### src/rtl/ps2_code_sequencer.sv
// Frames raw PS/2 bytes (E0/F0 prefixed sequences) into 16-bit codes with a one-cycle status strobe.
// Define PS2_SEQ_MAKE_CODES_EN to emit make codes as well as break codes.
module ps2_code_sequencer #(
   parameter int unsigned TIMEOUT = 50000
) (
   input  logic        clk,
   input  logic        rst,
   input  logic [7:0]  byte_in,
   input  logic        byte_valid,
   input  logic        byte_err,
   output logic [15:0] code,
   output logic        ext,
   output logic        status,
   output logic        busy,
   output logic [7:0]  err_cnt
);

`ifdef PS2_SEQ_MAKE_CODES_EN
   localparam bit MAKE_EN = 1'b1;
`else
   localparam bit MAKE_EN = 1'b0;
`endif

   localparam logic [15:0] TIMER_LAST = 16'(TIMEOUT - 1);

   typedef enum logic [1:0] {
      IDLE,
      EXT,
      BRK,
      EXT_BRK
   } state_t;

   state_t      state_q;
   logic [15:0] timer_q;
   logic [15:0] code_q;
   logic        ext_q;
   logic        status_q;
   logic [7:0]  err_cnt_q;

   logic       is_e0;
   logic       is_f0;
   logic       abort_byte;
   logic [7:0] err_cnt_d;

   assign is_e0      = (byte_in == 8'hE0);
   assign is_f0      = (byte_in == 8'hF0);
   // Receiver errors and keyboard overrun/fill bytes abort regardless of state.
   assign abort_byte = byte_err || (byte_in == 8'h00) || (byte_in == 8'hFF);
   assign err_cnt_d  = (err_cnt_q == 8'hFF) ? 8'hFF : err_cnt_q + 8'd1;

   // NOTE: the asynchronous reset clears every register, including the
   // held code, so a partial sequence never survives reset.
   always_ff @(posedge clk or posedge rst) begin
      if (rst) begin
         state_q   <= IDLE;
         timer_q   <= '0;
         code_q    <= '0;
         ext_q     <= 1'b0;
         status_q  <= 1'b0;
         err_cnt_q <= '0;
      end else begin
         // NOTE: non-blocking defaults here are overridden by later
         // assignments in the same block; the last one wins.
         status_q <= 1'b0;
         if (byte_valid) begin
            timer_q <= '0;
            if (abort_byte) begin
               state_q   <= IDLE;
               err_cnt_q <= err_cnt_d;
            end else begin
               unique case (state_q)
                  IDLE: begin
                     if (is_e0) begin
                        state_q <= EXT;
                     end else if (is_f0) begin
                        state_q <= BRK;
                     end else if (MAKE_EN) begin
                        code_q   <= {8'h00, byte_in};
                        ext_q    <= 1'b0;
                        status_q <= 1'b1;
                     end
                  end
                  EXT: begin
                     if (is_f0) begin
                        state_q <= EXT_BRK;
                     end else if (is_e0) begin
                        state_q <= EXT;
                     end else begin
                        state_q <= IDLE;
                        if (MAKE_EN) begin
                           code_q   <= {8'h00, byte_in};
                           ext_q    <= 1'b1;
                           status_q <= 1'b1;
                        end
                     end
                  end
                  BRK: begin
                     if (is_e0) begin
                        state_q   <= EXT;
                        err_cnt_q <= err_cnt_d;
                     end else if (is_f0) begin
                        state_q <= BRK;
                     end else begin
                        state_q  <= IDLE;
                        code_q   <= {8'hF0, byte_in};
                        ext_q    <= 1'b0;
                        status_q <= 1'b1;
                     end
                  end
                  EXT_BRK: begin
                     state_q <= IDLE;
                     if (is_e0 || is_f0) begin
                        err_cnt_q <= err_cnt_d;
                     end else begin
                        code_q   <= {8'hF0, byte_in};
                        ext_q    <= 1'b1;
                        status_q <= 1'b1;
                     end
                  end
                  default: state_q <= IDLE;
               endcase
            end
         end else if (state_q != IDLE) begin
            // A byte arriving in the expiry cycle takes the branch above instead.
            if (timer_q == TIMER_LAST) begin
               state_q   <= IDLE;
               timer_q   <= '0;
               err_cnt_q <= err_cnt_d;
            end else begin
               timer_q <= timer_q + 16'd1;
            end
         end
      end
   end

   assign code    = code_q;
   assign ext     = ext_q;
   assign status  = status_q;
   assign busy    = (state_q != IDLE);
   assign err_cnt = err_cnt_q;

endmodule

### config.mk
export PLATFORM = sky130hd
export DESIGN_NAME = ps2_code_sequencer
export DESIGN_NICKNAME = d
export VERILOG_FILES = /design/src/rtl/ps2_code_sequencer.sv
export SDC_FILE = /design/constraint.sdc
export NUM_CORES = 1
export LEC_CHECK = 0
export ABC_AREA = 1
export CAP_MARGIN = 20
export CORE_MARGIN = 1
export CORE_UTILIZATION = 35
export CTS_CLUSTER_DIAMETER = 30
export DETAILED_ROUTE_END_ITERATION = 12
export GPL_TIMING_DRIVEN = 0
export SLEW_MARGIN = 0
export SYNTH_ARGS = -nofsm -noshare
export SYNTH_HDL_FRONTEND = slang
export SYNTH_SLANG_ARGS = --single-unit
export TNS_END_PERCENT = 10
### constraint.sdc
create_clock -name clk -period 1.75 [get_ports clk]
set_clock_uncertainty 0.2 [all_clocks]
set_input_delay 0.175 -clock clk [delete_from_list [all_inputs] [get_ports clk]]
set_output_delay 0.175 -clock clk [all_outputs]
set_load 0.02 [all_outputs]
==> results of run 1 <==
## per-layer routing
| metal | vias to the layer above | part of all wire, % | global-route usage (%) |
|---|---|---|---|
| li1 | 1056 | - | - |
| met1 | 946 | 48 | 21.4 |
| met2 | 27 | 48 | 27.9 |
| met3 | 6 | 3.2 | 4.78 |
| met4 | 0 | 1.1 | 4.91 |
| met5 | - | 0 | 0 |
## sequential cells by signal (all words and copies together) (netlist names)
register	flops
status	1
state_q	2
ext	1
code	9
timer_q	16
err_cnt	8
## per-stage QoR
step,hold WS (ns),cell area (µm²)
after floorplan,0.0846,2250
after global placement,0.266,2690
after detailed placement,0.272,2690
after CTS,0.180,2810
after global routing,0.244,2850
final,0.152,2850
## worst max-delay path by stage
stage                                 start                      to  slack (ns)
floorplan            err_cnt[0]$_DFFE_PP0P_  err_cnt[7]$_DFFE_PP0P_        0.03
global placement                        rst  err_cnt[1]$_DFFE_PP0P_       -0.42
detailed placement               byte_in[7]  err_cnt[5]$_DFFE_PP0P_       -0.25
CTS                  err_cnt[0]$_DFFE_PP0P_  err_cnt[7]$_DFFE_PP0P_      -0.009
global route        timer_q[10]$_DFFE_PP0P_  err_cnt[3]$_DFFE_PP0P_       -0.08
finish                 code[14]$_DFFE_PP0P_                code[12]        0.04
## layout by cell type, fill, tap and decap left out, types with 2 or more instances in the layout
cell,instances
nand3_1,33
xor2_1,5
o21ai_1,7
nand4_1,9
nor3_1,5
o21ai_0,5
dlymetal6s2s_1,4
dfrtp_1,36
nand3b_1,2
buf_6,2
nor2_2,4
a21oi_1,3
nor2_4,4
inv_2,6
nand3_2,3
nand2_2,4
nor2_1,29
nand2_1,94
clkbuf_8,5
buf_4,14
inv_1,28
clkbuf_1,3
conb_1,4
or2_2,3
clkdlybuf4s50_1,24
dlygate4sd2_1,3
nand2_4,2
## report_power, final
part	switching (W)	internal (W)	total [W]
combinational	0.000464	0.000400	0.000864
clock	0.000314	0.000283	0.000598
sequential	0.000120	0.000981	0.00110
total	0.000898	0.00166	0.00256
## timing repair
action	4_1_cts	5_1_grt
gates cloned	0	0
hold buffers	0	0
buffers inserted	5	0
setup endpoints to repair	23	28
resized for setup	10	11
pin swaps	3	3
## logic make-up after synthesis
group | after synthesis
DFF | 37
and+or+nand+nor | 196
xor gates and xnor gates | 5
buffers and inverters | 44
other | 1
adders and majority gates | 2
AOI/OAI and AO/OA | 19
## layout make-up
class	instances	area (µm²)	share of cell area [%]
plain buffers	10	90.1	3.16
clock buffers	8	80.1	2.81
repair buffers	39	389	13.6
inverters	34	128	4.47
well taps	75	93.8	3.29
multi-input cells	226	1140	40.1
flip-flops and latches	37	927	32.5
==> results.ini, run 1 <==
[status]
outcome = finished clean

[sta]
fin_tns_setup_ns = 0
maxSlewViolCount = 0
setup_viol = 0
finalHoldViolCount = 0
fin_crit_ns = 1.71
period_share_pct = 97.5
worst_slew_pin_slew_ns = 0.805
rsz0062_at_grt = true
fmax_ghz = 0.586
worst_slack_ns = 0.0445
max_slew_margin_pct = 46.3

[logic_synthesis]
synth_mux_area_share_pct = 0
synth_area_per_cell_um2 = 7.37
netlist_instances = 304
yosysMostFrequentCell = nand2_1
synth_seq_cells = 37
synth_top_area_share_pct = 41.3
synth_compound_area_share_pct = 4.97
synth_fa_ha_area_share_pct = 1.12
synth_common_cells = 95 x nand2_1, 37 x dfrtp_1, 35 x nand3_1, 32 x nor2_1, 30 x inv_1
yosysSeqAreaShare_pct = 41.3
yosysTopAreaCell = dfrtp_1
netlist_area_um2 = 2240
ys_dominant_reg_cell = dfrtp_1
yosys.area_share.simple_pct = 40.8
synth-xor-area-share_pct = 1.95
synth_top_family_by_area = simple AND/OR/NAND/NOR gates
synth_cell_types = 32
synth_edf_count = 0
yosys-top-cells-area = dfrtp_1 41%, nand2_1 16%, nand3_1 7.8%, nor2_1 5.4%, inv_1 5.0%
async_flop_share_pct = 100
yosysWarnings = 0

[clock_network]
cts_buffer_depth = 2
htreeDepth = 2
cts_tree = built
clk_pin_slew_worst_paths_ns = 0.08
cts_root_buf = clkbuf_8
clock_sinks = 37
clock_latency_ns = 0.30
cts_buffers = 5

[setup_path]
critPathTopFamily = buffers and inverters
crit_path_max_fanout = 5
cp.required_ns = 1.37
startpoint_type = flip-flop
cp_cell_sequence = clkdlybuf4s50_1
arrival_ns = 1.33
regToRegSetupSlack_ns = 0.06
criticalPathCategory = flip-flop to output pin
max_stage_delay_ns = 0.63
endpoint_kind = output pin
r2r-start = timer_q[4]$_DFFE_PP0P_
path_buf_inv = 1
crit_slowest_cell = clkdlybuf4s50_1
ff2ff_path_depth = 9
reg2reg_to = err_cnt[4]$_DFFE_PP0P_
worstSetupPathDepth = 1

[layout]
layout.nets = 367
final_layout_size_suffix_gt1_share_pct = 15.5
antenna-diode-count = 0
fillCellCount = 632
area_delta_synth_final_pct = 27.3
finish.utilization_pct = 47.1
fin_cells = 429

[route]
totalWireLength_um = 5070
post-route-drc-count = 0
drt_iter0_drc = 107
antenna_left = 0
drt_pass1_iterations = 4
num_vias = 2035
avgViaCountPerCell = 4.74
post_drt_wl_per_cell_um = 11.8

[floorplan]
die_area_um2 = 6730
fp-row-count = 28
start_util_pct = 37.0
io_pins = 39
fp.dieW_um = 82.0
die_height_um = 82.0
coreArea_um2 = 6060

[placement]
dp_slack_ns = -0.250
gp_congestion = 0.795
dp_hpwl_um = 3610
dp_cells = 416
port_buffers = 34

[grt]
grt-ovfl-total = 0
antenna_found_initial = 0
grt_pass1_vias = 1906
grt_max_degree = 38
grt_first_pass_wirelength_um = 8600
grt_usage_pct = 16.9

[power_and_ir_drop]
ir_worst_vdd_mv = 0.510
p_per_area_nw_per_um2 = 898
p_leak_nw = 1.43
finalPower_w = 0.00256

[min_path]
hold_class = input pin to asynchronous set/reset pin

[flow_run]
maxCapViolCount = 0

Note: power is estimated with default switching activity, not from simulation.
==> run 2: changes to the inputs <==
--- a/config.mk
+++ b/config.mk
@@ -7,6 +7,7 @@
 export LEC_CHECK = 0
 export ABC_AREA = 1
 export CAP_MARGIN = 20
+export CORE_ASPECT_RATIO = 1.5
 export CORE_MARGIN = 1
 export CORE_UTILIZATION = 35
 export CTS_CLUSTER_DIAMETER = 30
==> run 2 against run 1 <==
  * Cell count rose by 0.47%
  * Worst hold slack got worse by 0.14 ns
  * First-iteration DRC count fell by 56%
  * Via count rose by 1.6%
  * Combinational power rose by 3.5%
  * Worst setup slack improved by 0.035 ns
  * Global-route usage rose by 0.62 points
  * Sequential share of layout area fell by 1.5 points
  * Flip-flop and latch count did not move
  * Maximum frequency rose by 2.1%
  * Non-clock buffer count rose by 3
  * Die area barely moved
  * Largest power group unchanged
==> results.ini, run 2 (synthesis results as in run 1) <==
[route]
wl_met2_um = 2920  ; +21%
post-route-drc-count = 0  ; unchanged
top_layer = met4
num_vias = 2068  ; +1.6%
drt_iter0_drc = 47  ; -56%
wl_met1_um = 2110  ; -14%
drt_pass1_iterations = 4  ; unchanged
wl_met3_um = 130  ; -19%
post_drt_wl_per_cell_um = 12.1  ; +2.4%
antenna_left = 0  ; unchanged
totalWireLength_um = 5220  ; +2.9%
avgViaCountPerCell = 4.80  ; +1.2%

[floorplan]
fp-row-count = 35  ; +25%
fp.dieW_um = 67.3  ; -18%
io_pins = 39  ; unchanged
coreArea_um2 = 6170  ; +1.9%
die_area_um2 = 6730  ; about the same
die_height_um = 100  ; +22%
start_util_pct = 36.3  ; -0.68 points

[power_and_ir_drop]
ir_worst_vdd_mv = 0.719  ; +41%
finalPower_w = 0.00289  ; +13%
p_per_area_nw_per_um2 = 965  ; +7.5%
p_leak_nw = 1.54  ; +7.2%

[sta]
maxSlewViolCount = 0  ; unchanged
setup_viol = 0  ; unchanged
rsz0062_at_grt = true
fmax_ghz = 0.599  ; +2.1%
fin_crit_ns = 1.67  ; -0.0352 ns
finalHoldViolCount = 0  ; unchanged
period_share_pct = 95.4  ; -2.0 points
whs_ns = 0.0136  ; -0.138 ns
worst_slew_pin_slew_ns = 0.788  ; -0.0165 ns
max_slew_margin_pct = 47.4  ; +1.1 points

[layout]
largest_register = timer_q
fillCellCount = 619  ; -2.1%
largest_reg_flops = 16  ; unchanged
area_delta_synth_final_pct = 33.6
layout_commonest_cell = nand2_1
antenna-diode-count = 0  ; unchanged
mostFrequentLayoutCells = 94 x nand2_1, 35 x dfrtp_1, 31 x nand3_1, 28 x inv_1, 27 x nor2_1
finish.utilization_pct = 48.5  ; +1.4 points
final_layout_size_suffix_gt1_share_pct = 19.0  ; +3.5 points
layout.nets = 370  ; +0.82%

[setup_path]
cp.required_ns = 1.78  ; +0.41 ns
startpoint_type = flip-flop
crit_path_max_fanout = 10  ; +5
arrival_ns = 1.70  ; +0.37 ns
criticalPathCategory = flip-flop to flip-flop
endpoint_kind = flip-flop

[grt]
grt_max_degree = 38  ; unchanged
grt_pass1_vias = 2029  ; +6.5%
antenna_found_initial = 0  ; unchanged
grt_first_pass_wirelength_um = 9000  ; +4.7%
grt_usage_pct = 17.5  ; +0.62 points
grt-ovfl-total = 0  ; unchanged

[clock_network]
cts_buffers = 5  ; unchanged
ctsHoldBuffers = 0  ; unchanged
clock_latency_ns = 0.29  ; about the same
cts_buffer_depth = 2  ; unchanged
clk_pin_slew_worst_paths_ns = 0.08  ; about the same
cts_root_buf = clkbuf_8
htreeDepth = 2  ; unchanged
cts_tree = built
clock_sinks = 37  ; unchanged

[placement]
port_buffers = 34  ; unchanged
gp_congestion = 0.794  ; -0.10%
dp_hpwl_um = 3850  ; +6.6%

[status]
outcome = finished clean

[flow_run]
maxCapViolCount = 0  ; unchanged

[min_path]
hold_class = input pin to flip-flop

[run 2: layer usage]
layer | track usage (%) | vias up
met5 | 0 | -
met4 | 5.40 | 0
met3 | 3.41 | 6
met2 | 32.2 | 30
met1 | 19.7 | 965
li1 | - | 1067
[run 2: worst paths after layout]
check | start | endpoint | slack, ns | cells past startpoint
max reg2reg | timer_q[5]$_DFFE_PP0P_ | err_cnt[4]$_DFFE_PP0P_ | 0.08 | 9
min in group asynchronous | rst | err_cnt[3]$_DFFE_PP0P_ | 0.15 | 2
max in group asynchronous | rst | state_q[1]$_DFFE_PP0P_ | 0.65 | 2
min reg2reg | code[0]$_DFFE_PP0P_ | code[0]$_DFFE_PP0P_ | 0.28 | 2
max | timer_q[5]$_DFFE_PP0P_ | err_cnt[4]$_DFFE_PP0P_ | 0.08 | 9
min | byte_in[4] | code[4]$_DFFE_PP0P_ | 0.01 | 3
[run 2: repair_timing]
action / CTS / global route
pin swaps: 2 / 7
endpoints found under the setup margin: 23 / 32
gates resized for setup: 11 / 27
buffers inserted: 5 / 3
[run 2: layout make-up]
type	count	area, µm²	share of cell area (%)
flip-flops and latches	37	928	31.0
well taps	74	92.6	3.09
multi-input cells	226	1200	40.0
repair buffers	42	424	14.2
clock buffers	5	68.8	2.30
plain buffers	10	90.1	3.01
inverters	34	128	4.26
clock inverters	3	65.1	2.17
[run 2: per-stage QoR]
step	std cells	worst slack (ns)	setup TNS, ns	instance area [µm²]
after floorplan	307	0.0315	0	2250
after global routing	431	-0.0383	-0.129	2990
after detailed placement	415	-0.250	-5.32	2690
after CTS	428	-0.00398	-0.00398	2870
after global placement	415	-0.341	-17.44	2690
final	431	0.0796	0	2990
[run 2: worst max-delay path: stages (launching register included)]
cell	delay, ns
dfrtp_1	0.45
nor2_2	0.12
nand3_2	0.07
nor2_2	0.12
nand2_2	0.09
o21ai_4	0.15
buf_12	0.15
buf_8	0.12
nand3_1	0.06
nand2_1	0.07
[run 2: power by group]
group / switching (W) / leakage, nW / total [W] / internal (W)
logic: 0.000479 / 0.976 / 0.000894 / 0.000415
registers: 0.000131 / 0.492 / 0.00111 / 0.000981
clock network: 0.000316 / 0.0681 / 0.000883 / 0.000566
